**src/rtl/led_fader_pkg.sv**
```systemverilog
// Shared definitions for the LED fader: channel count, PWM resolution and
// the saturating brightness arithmetic used by every channel.
// No ports (package).
package led_fader_pkg;

  localparam int LED_COUNT = 8;
  localparam int PWM_BITS  = 8;
  localparam int PWM_MAX   = (1 << PWM_BITS) - 1;

  typedef logic [PWM_BITS-1:0] bright_t;
  typedef logic [PWM_BITS:0]   wide_t;

  // One extra bit holds the carry so the clamp can see an overflow.
  function automatic bright_t sat_add(input bright_t a, input bright_t step);
    wide_t sum;
    sum = {1'b0, a} + {1'b0, step};
    if (sum > wide_t'(PWM_MAX)) begin
      return bright_t'(PWM_MAX);
    end
    return sum[PWM_BITS-1:0];
  endfunction

  // The extra bit becomes a borrow flag; a borrow means the result went below 0.
  function automatic bright_t sat_sub(input bright_t a, input bright_t step);
    wide_t diff;
    diff = {1'b0, a} - {1'b0, step};
    if (diff[PWM_BITS]) begin
      return '0;
    end
    return diff[PWM_BITS-1:0];
  endfunction

endpackage

```
**src/rtl/led_fader_channel.sv**
```systemverilog
// One fading LED channel: holds the channel brightness, ramps it toward the
// requested level on each enabled tick, and compares it against the shared
// PWM counter to produce the registered active-low LED drive.
// Ports:
//   clk_i, rst_i  clock, asynchronous active-high reset
//   tick_i        ramp tick from the shared prescaler
//   en_i          enable; low freezes the ramp and forces the LED off
//   req_n_i       registered request bit, active-low (0 = LED wanted on)
//   pwm_cnt_i     shared free-running PWM counter
//   led_n_o       registered PWM drive, active-low
//   busy_o        brightness has not yet reached its target
module led_fader_channel
  import led_fader_pkg::*;
#(
  parameter int STEP = 8
) (
  input  logic                clk_i,
  input  logic                rst_i,
  input  logic                tick_i,
  input  logic                en_i,
  input  logic                req_n_i,
  input  logic [PWM_BITS-1:0] pwm_cnt_i,
  output logic                led_n_o,
  output logic                busy_o
);

  localparam bright_t STEP_V = bright_t'(STEP);

  bright_t bright_q, bright_d;
  bright_t target;
  logic    led_n_q, led_n_d;

  always_comb begin
    target   = req_n_i ? '0 : bright_t'(PWM_MAX);
    bright_d = bright_q;
    if (tick_i && en_i) begin
      if (bright_q < target) begin
        bright_d = sat_add(bright_q, STEP_V);
      end else if (bright_q > target) begin
        bright_d = sat_sub(bright_q, STEP_V);
      end
    end
    // pwm_cnt never reaches PWM_MAX, so full brightness is a solid on.
    led_n_d = ~(en_i & (pwm_cnt_i < bright_q));
  end

  always_ff @(posedge clk_i or posedge rst_i) begin
    if (rst_i) begin
      bright_q <= '0;
      led_n_q  <= 1'b1;
    end else begin
      bright_q <= bright_d;
      led_n_q  <= led_n_d;
    end
  end

  assign led_n_o = led_n_q;
  assign busy_o  = (bright_q != target);

endmodule

```
**src/rtl/led_fader.sv**
```systemverilog
// LED fader output stage: takes the active-low LED pattern from the blink
// core and drives the board LEDs with a linear PWM brightness ramp per LED.
// Owns the input register, ramp prescaler, shared PWM counter and the busy
// reduction; each LED is a led_fader_channel instance.
// PWM resolution comes from led_fader_pkg.
// Ports:
//   clk_i     fader clock (PLL CLK0)
//   rst_i     asynchronous active-high reset
//   en_i      enable; low freezes ramps and forces all LEDs off
//   led_n_i   requested pattern, active-low, synchronous to clk_i
//   led_n_o   registered PWM LED drive, active-low
//   busy_o    any channel still ramping toward its target
module led_fader
  import led_fader_pkg::*;
#(
  parameter int STEP     = 8,
  parameter int STEP_DIV = 1
) (
  input  logic                 clk_i,
  input  logic                 rst_i,
  input  logic                 en_i,
  input  logic [LED_COUNT-1:0] led_n_i,
  output logic [LED_COUNT-1:0] led_n_o,
  output logic                 busy_o
);

  localparam int                PS_W    = (STEP_DIV > 1) ? $clog2(STEP_DIV) : 1;
  localparam logic [PS_W-1:0]   PS_LAST = PS_W'(STEP_DIV - 1);
  localparam bright_t           PWM_LAST = bright_t'(PWM_MAX - 1);

  logic [LED_COUNT-1:0] req_n_q, req_n_d;
  logic [PS_W-1:0]      ps_q, ps_d;
  bright_t              pwm_cnt_q, pwm_cnt_d;
  logic                 tick;
  logic [LED_COUNT-1:0] busy_vec;

  always_comb begin
    req_n_d   = led_n_i;
    tick      = (ps_q == PS_LAST);
    ps_d      = tick ? '0 : ps_q + PS_W'(1);
    // Period is PWM_MAX cycles so that brightness PWM_MAX stays on throughout.
    pwm_cnt_d = (pwm_cnt_q == PWM_LAST) ? '0 : pwm_cnt_q + bright_t'(1);
  end

  always_ff @(posedge clk_i or posedge rst_i) begin
    if (rst_i) begin
      req_n_q   <= '1;
      ps_q      <= '0;
      pwm_cnt_q <= '0;
    end else begin
      req_n_q   <= req_n_d;
      ps_q      <= ps_d;
      pwm_cnt_q <= pwm_cnt_d;
    end
  end

  for (genvar k = 0; k < LED_COUNT; k++) begin : g_ch
    led_fader_channel #(
      .STEP(STEP)
    ) u_ch (
      .clk_i     (clk_i),
      .rst_i     (rst_i),
      .tick_i    (tick),
      .en_i      (en_i),
      .req_n_i   (req_n_q[k]),
      .pwm_cnt_i (pwm_cnt_q),
      .led_n_o   (led_n_o[k]),
      .busy_o    (busy_vec[k])
    );
  end

  assign busy_o = |busy_vec;

endmodule
```
**config.mk**
```make
export PLATFORM = sky130hd
export DESIGN_NAME = led_fader
export DESIGN_NICKNAME = d
export VERILOG_FILES = /design/src/rtl/led_fader_pkg.sv /design/src/rtl/led_fader_channel.sv /design/src/rtl/led_fader.sv
export SDC_FILE = /design/constraint.sdc
export NUM_CORES = 1
export LEC_CHECK = 0
export CAP_MARGIN = 0
export CELL_PAD_IN_SITES_DETAIL_PLACEMENT = 0
export CELL_PAD_IN_SITES_GLOBAL_PLACEMENT = 2
export CORE_MARGIN = 5
export CORE_UTILIZATION = 39
export DETAILED_ROUTE_END_ITERATION = 16
export PLACE_DENSITY = 0.8
export SLEW_MARGIN = 40
export SYNTH_ARGS = -nofsm -noshare
export SYNTH_HDL_FRONTEND = slang
export SYNTH_SLANG_ARGS = --single-unit
```
**constraint.sdc**
```tcl
create_clock -name clk_i -period 2.8 [get_ports clk_i]
set_input_delay 0.84 -clock clk_i [delete_from_list [all_inputs] [get_ports clk_i]]
set_output_delay 0.84 -clock clk_i [all_outputs]
set_load 0.05 [all_outputs]
```
# Word-level counts from Yosys, hierarchy flattened
# Index checks and enable logic that the tools add are counted.
# op_classes
n_reduce_logical,18
n_lt_le_gt_ge,32
eq_ne,9
n_mux,114
bitwise,17
n_addsub,18
# op_table
cell,count
8-bit 2-to-1 mux,57
8-bit less-than comparator,16
8-bit by 4-bit adder with 9-bit output (second input constant),8
9-bit by 8-bit > comparator with 1-bit output (second input constant),8
8-bit by 4-bit subtractor with 9-bit output (second input constant),8
8-bit > comparator,8
8-bit != test,8
1-bit 2-to-1 mux,57
2-bit AND reduction,8
2-bit nonzero test,8
1-bit inverter,9
8-bit by 1-bit adder with 8-bit output (second input constant),1
1-bit bitwise AND,8
8-bit equality test (second input constant),1
8-bit OR reduction,1
1-bit adder (second input constant),1
1-bit logical AND,1
# word_totals
in_bits,11
ff_bits,89
output_inout_bits,9
wordCells,227

# Longest topological paths before layout
# depth
depth_word,8
ltp_mapped,9
ltp_nobuf,8

# By module
# A second synthesis with hierarchy kept.
# hier_totals
cells_unflattened,871
area_unflattened_um2,7372.1
# modules_own_cells
mod,cells_per_inst,seq_area_each_um2,area_per_inst_um2,instances
led_fader_channel,102,176.4,838.3,8
led_fader,55,410.4,665.6,1

# Least setup slack after synthesis
# No wires, ideal clock.
# synth_timing
path_type,register -> output
startpoint,register req_n_q[6]
endpoint,output port busy_o
path_stages_with_launch,7
path_buffers,0
slack_ns,0.083
arrival_ns,1.877
required_ns,1.960
cell_sequence,dfstp_2 -> inv_1 -> ha_1 -> nand2_1 -> or2_2 -> nor3_1 -> nand4_1
# synth_via
elab_chain_cells,3
# synth_lines
element,line_no,text
"start, declared",led_fader.sv:31,"logic [LED_COUNT-1:0] req_n_q, req_n_d;"
"start signal, assigned",led_fader.sv:51,req_n_q <= req_n_d;
8-bit 2-to-1 mux,led_fader_channel.sv:34,target = req_n_i ? '0 : bright_t'(PWM_MAX);
8-bit != test,led_fader_channel.sv:58,assign busy_o = (bright_q != target);
8-bit OR reduction,led_fader.sv:72,assign busy_o = |busy_vec;
"end, declared",led_fader.sv:24,output logic busy_o
# Every way passes these cells.

# Final worst setup path
# layout_timing
startpoint,register req_n_q[4]
endpoint,output port busy_o
# The elaborated chain is that of the path after synthesis.

==> flow_summary.toml <==
[timing]
grt_setup_unrepaired = "true"
clock.fmax_ghz = 0.323
tightest_slew_ns = 0.673
finalHoldViolCount = 0
worst_slack_ns = -0.292
min_period_over_period_pct = 110
slew_violations = 0
fin_skew_ns = 0.00929
setup-violations-final = 1
fin_crit_ns = 3.09
slew_headroom_pct = 54.8

[grt]
grt_max_degree = 34
grt_overflow = 0
grt_pass1_vias = 6652
grt_first_pass_wirelength_mm = 32.6
antenna_found_initial = 0
grt_usage_pct = 17.9

[final_layout]
fin_area_mm2 = 0.00840
fin_nets = 1092
postLayoutCoreUtil_pct = 44.9
area_delta_synth_final_pct = 13.4
diodes = 0
layout-drive-gt1-share_pct = 11.1

[critical_path]
reg2regPathDepth = 9
r2r-start = "req_n_q[2]"
required_ns = 1.96
critPathArrivalTime_ns = 2.25
crit_fanout = 6
crit_type = "flip-flop to output pin"
critical_path.endpoint_type = "output pin"
crit_start = "req_n_q[4]"
startpoint_type = "flip-flop"

[yosys]
ys_seq_elements = 72
syn_inst = 899
synth_area_mm2 = 0.00741
synth_top_cell_area_share_pct = 23.3
yosysSeqAreaShare_pct = 24.6
synthesis.nets = 1048
synth_top_area_cell = "ha_1"
yosysUniqueCellTypes = 75
syn_avg_cell_area_um2 = 8.24
synth.area.top_cells = "ha_1 23%, dfrtp_1 19%, dfstp_2 5.7%, a21oi_1 5.3%, o21ai_0 4.3%"
synth_edf_count = 0
async_flop_share_pct = 100
synth_flop_cell = "dfrtp_1"
yosysWarningCount = 0
synth_common_cells = "138 x ha_1, 78 x a21oi_1, 71 x inv_1"
synth_most_common_cell = "ha_1"

[clocking]
numCtsBuffers = 9
postCtsSetupRepairBufs = 0
clock_path_buffers = 2
cts.htree.levels = 3
cts_sinks = 72
ctsHoldBuffers = 0
insertion_delay_ns = 0.34
clk_pin_slew_ns = 0.06
cts_root_buffer = "clkbuf_16"
cts_tree = "yes"

[outcome]
status = "complete, but fails checks"
violations = "negative setup slack"

[power_and_ir_drop]
internal_power_mw = 4.29
p_seq_share_pct = 21.7
powerDensity_mw_per_mm2 = 955
finalPower_mw = 8.03
swShare_pct = 46.5
p_leak_nw = 3.86
power_frac_clock_pct = 15.9
irDropWorstVdd_uv = 483
p_comb_share_pct = 62.4
switchingPower_mw = 3.73

[route]
firstDrtPassIters = 4
drc = 0
viasPerCell = 5.76
wirelength_mm = 19.4
final_antenna_net_count = 0
wl_per_cell_um = 16.4
drt-initial-drc-count = 303
dr_total_vias = 6808

[floorplanning]
die_y_um = 148
core_mm2 = 0.0187
start_util_pct = 39.6
die_x_um = 148
die_area_mm2 = 0.0219
fp-row-count = 50
io_pins = 20

[placed_design]
gp_congestion = 0.867
place_area_mm2 = 0.00808
hpwl_mm = 14.5
pre_cts_ws_ns = 0.00856
io_buffers = 19

[min_path]
min_path_cells = 1
hold_path.class = "flip-flop to flip-flop"
holdCritStartpoint = "pwm_cnt_q[0]"

[job]
maxCapViolCount = 0
==> final timing paths <==
path / endpoint / slack (ns)
worst max register to register: g_ch[2].u_ch.bright_q[6] / 0.34
max in group asynchronous: req_n_q[4] / 1.42
worst max-delay path: busy_o / -0.29
worst min register to register: pwm_cnt_q[0] / 0.55
min in group asynchronous: g_ch[2].u_ch.bright_q[6] / 0.79
worst min-delay path: pwm_cnt_q[0] / 0.55
==> per-stage QoR <==
step | cells | hold WS, ns | TNS (ns)
floorplan | 899 | 0.492 | 0
finish | 1182 | 0.549 | -0.292
global route | 1182 | 0.599 | -0.412
global placement | 1166 | 0.528 | 0
detailed placement | 1166 | 0.535 | 0
CTS | 1182 | 0.544 | -0.303
==> metal layers <==
| metal | wire (um) | vias up | part of all wire [%] | global-route usage, % |
|---|---|---|---|---|
| met5 | 0 | - | 0 | 0 |
| met4 | 299 | 0 | 1.5 | 5.27 |
| met3 | 667 | 23 | 3.4 | 2.64 |
| met2 | 9340 | 145 | 48 | 30.7 |
| met1 | 9080 | 3267 | 47 | 23.5 |
| li1 | - | 3373 | - | - |
==> cell families after synthesis <==
| logic type | count (synthesis) | synth area share (%) |
|---|---|---|
| DFF | 72 | 24.6 |
| muxes | 10 | 1.42 |
| buffers and inverters | 112 | 6.69 |
| xor gates and xnor gates | 11 | 1.30 |
| adders and majority gates | 139 | 23.4 |
| AOI/OAI and AO/OA | 276 | 23.5 |
| and+or+nand+nor | 279 | 19.1 |
==> sequential cells by signal, summed over array words and instances (netlist names) <==
register / count
pwm_cnt_q: 8
g_ch.u_ch.bright_q: 48
g_ch.u_ch.led_n_o: 8
req_n_q: 8
==> final cells by class <==
type                       count  area, um^2
clock inverter                 3        65.1
sequential                    72        1820
inverter                      73         275
multi-input combinational    715        5100
clock buffer                  13         250
timing repair buffer          72         602
tap                          234         293
fill                        1859       10300
==> power by group through the flow <==
stage / clock network [mW] / logic (mW) / registers, mW
after global routing: 1.35 / 5.62 / 1.80
after detailed placement: 0 / 4.97 / 1.76
after floorplan: 0 / 3.57 / 1.78
after global placement: 0 / 4.86 / 1.75
after CTS: 1.31 / 5.00 / 1.75
final: 1.27 / 5.01 / 1.74
==> critical path: stages (launching register included) <==
cell and delay (ns):
dfstp_2 0.58, ha_1 0.16, and4_1 0.22, and3_1 0.18, nand4_1 0.19, nor3_2 0.18
nand4_1 0.19, buf_6 0.21
==> layout by cell type (no fill, tap or decap), types with 8 or more instances in the layout <==
cell               n
a31oi_1            9
o22ai_1            8
inv_1             70
ha_1             138
o21a_1            15
or2_2              9
nor2_1            61
a21boi_0           8
o21ai_1           11
a21o_1            12
a21oi_1           78
dfrtp_1           56
clkdlybuf4s50_1   18
nand2_1           61
o21ai_0           63
nor3_1            29
buf_4             52
clkbuf_16          9
nand3_1           34
o31a_1             9
dfstp_2           16
o211ai_1          11
nand2b_1          11
nand4_1           20
==> timing repair <==
item / in CTS / in global routing
gates resized for setup: 2 / 0
endpoints found under the hold margin: 0 / 0
pin swaps: 2 / 0
setup endpoints to repair: 1 / 1
Note: power is estimated with default switching activity, not from simulation.
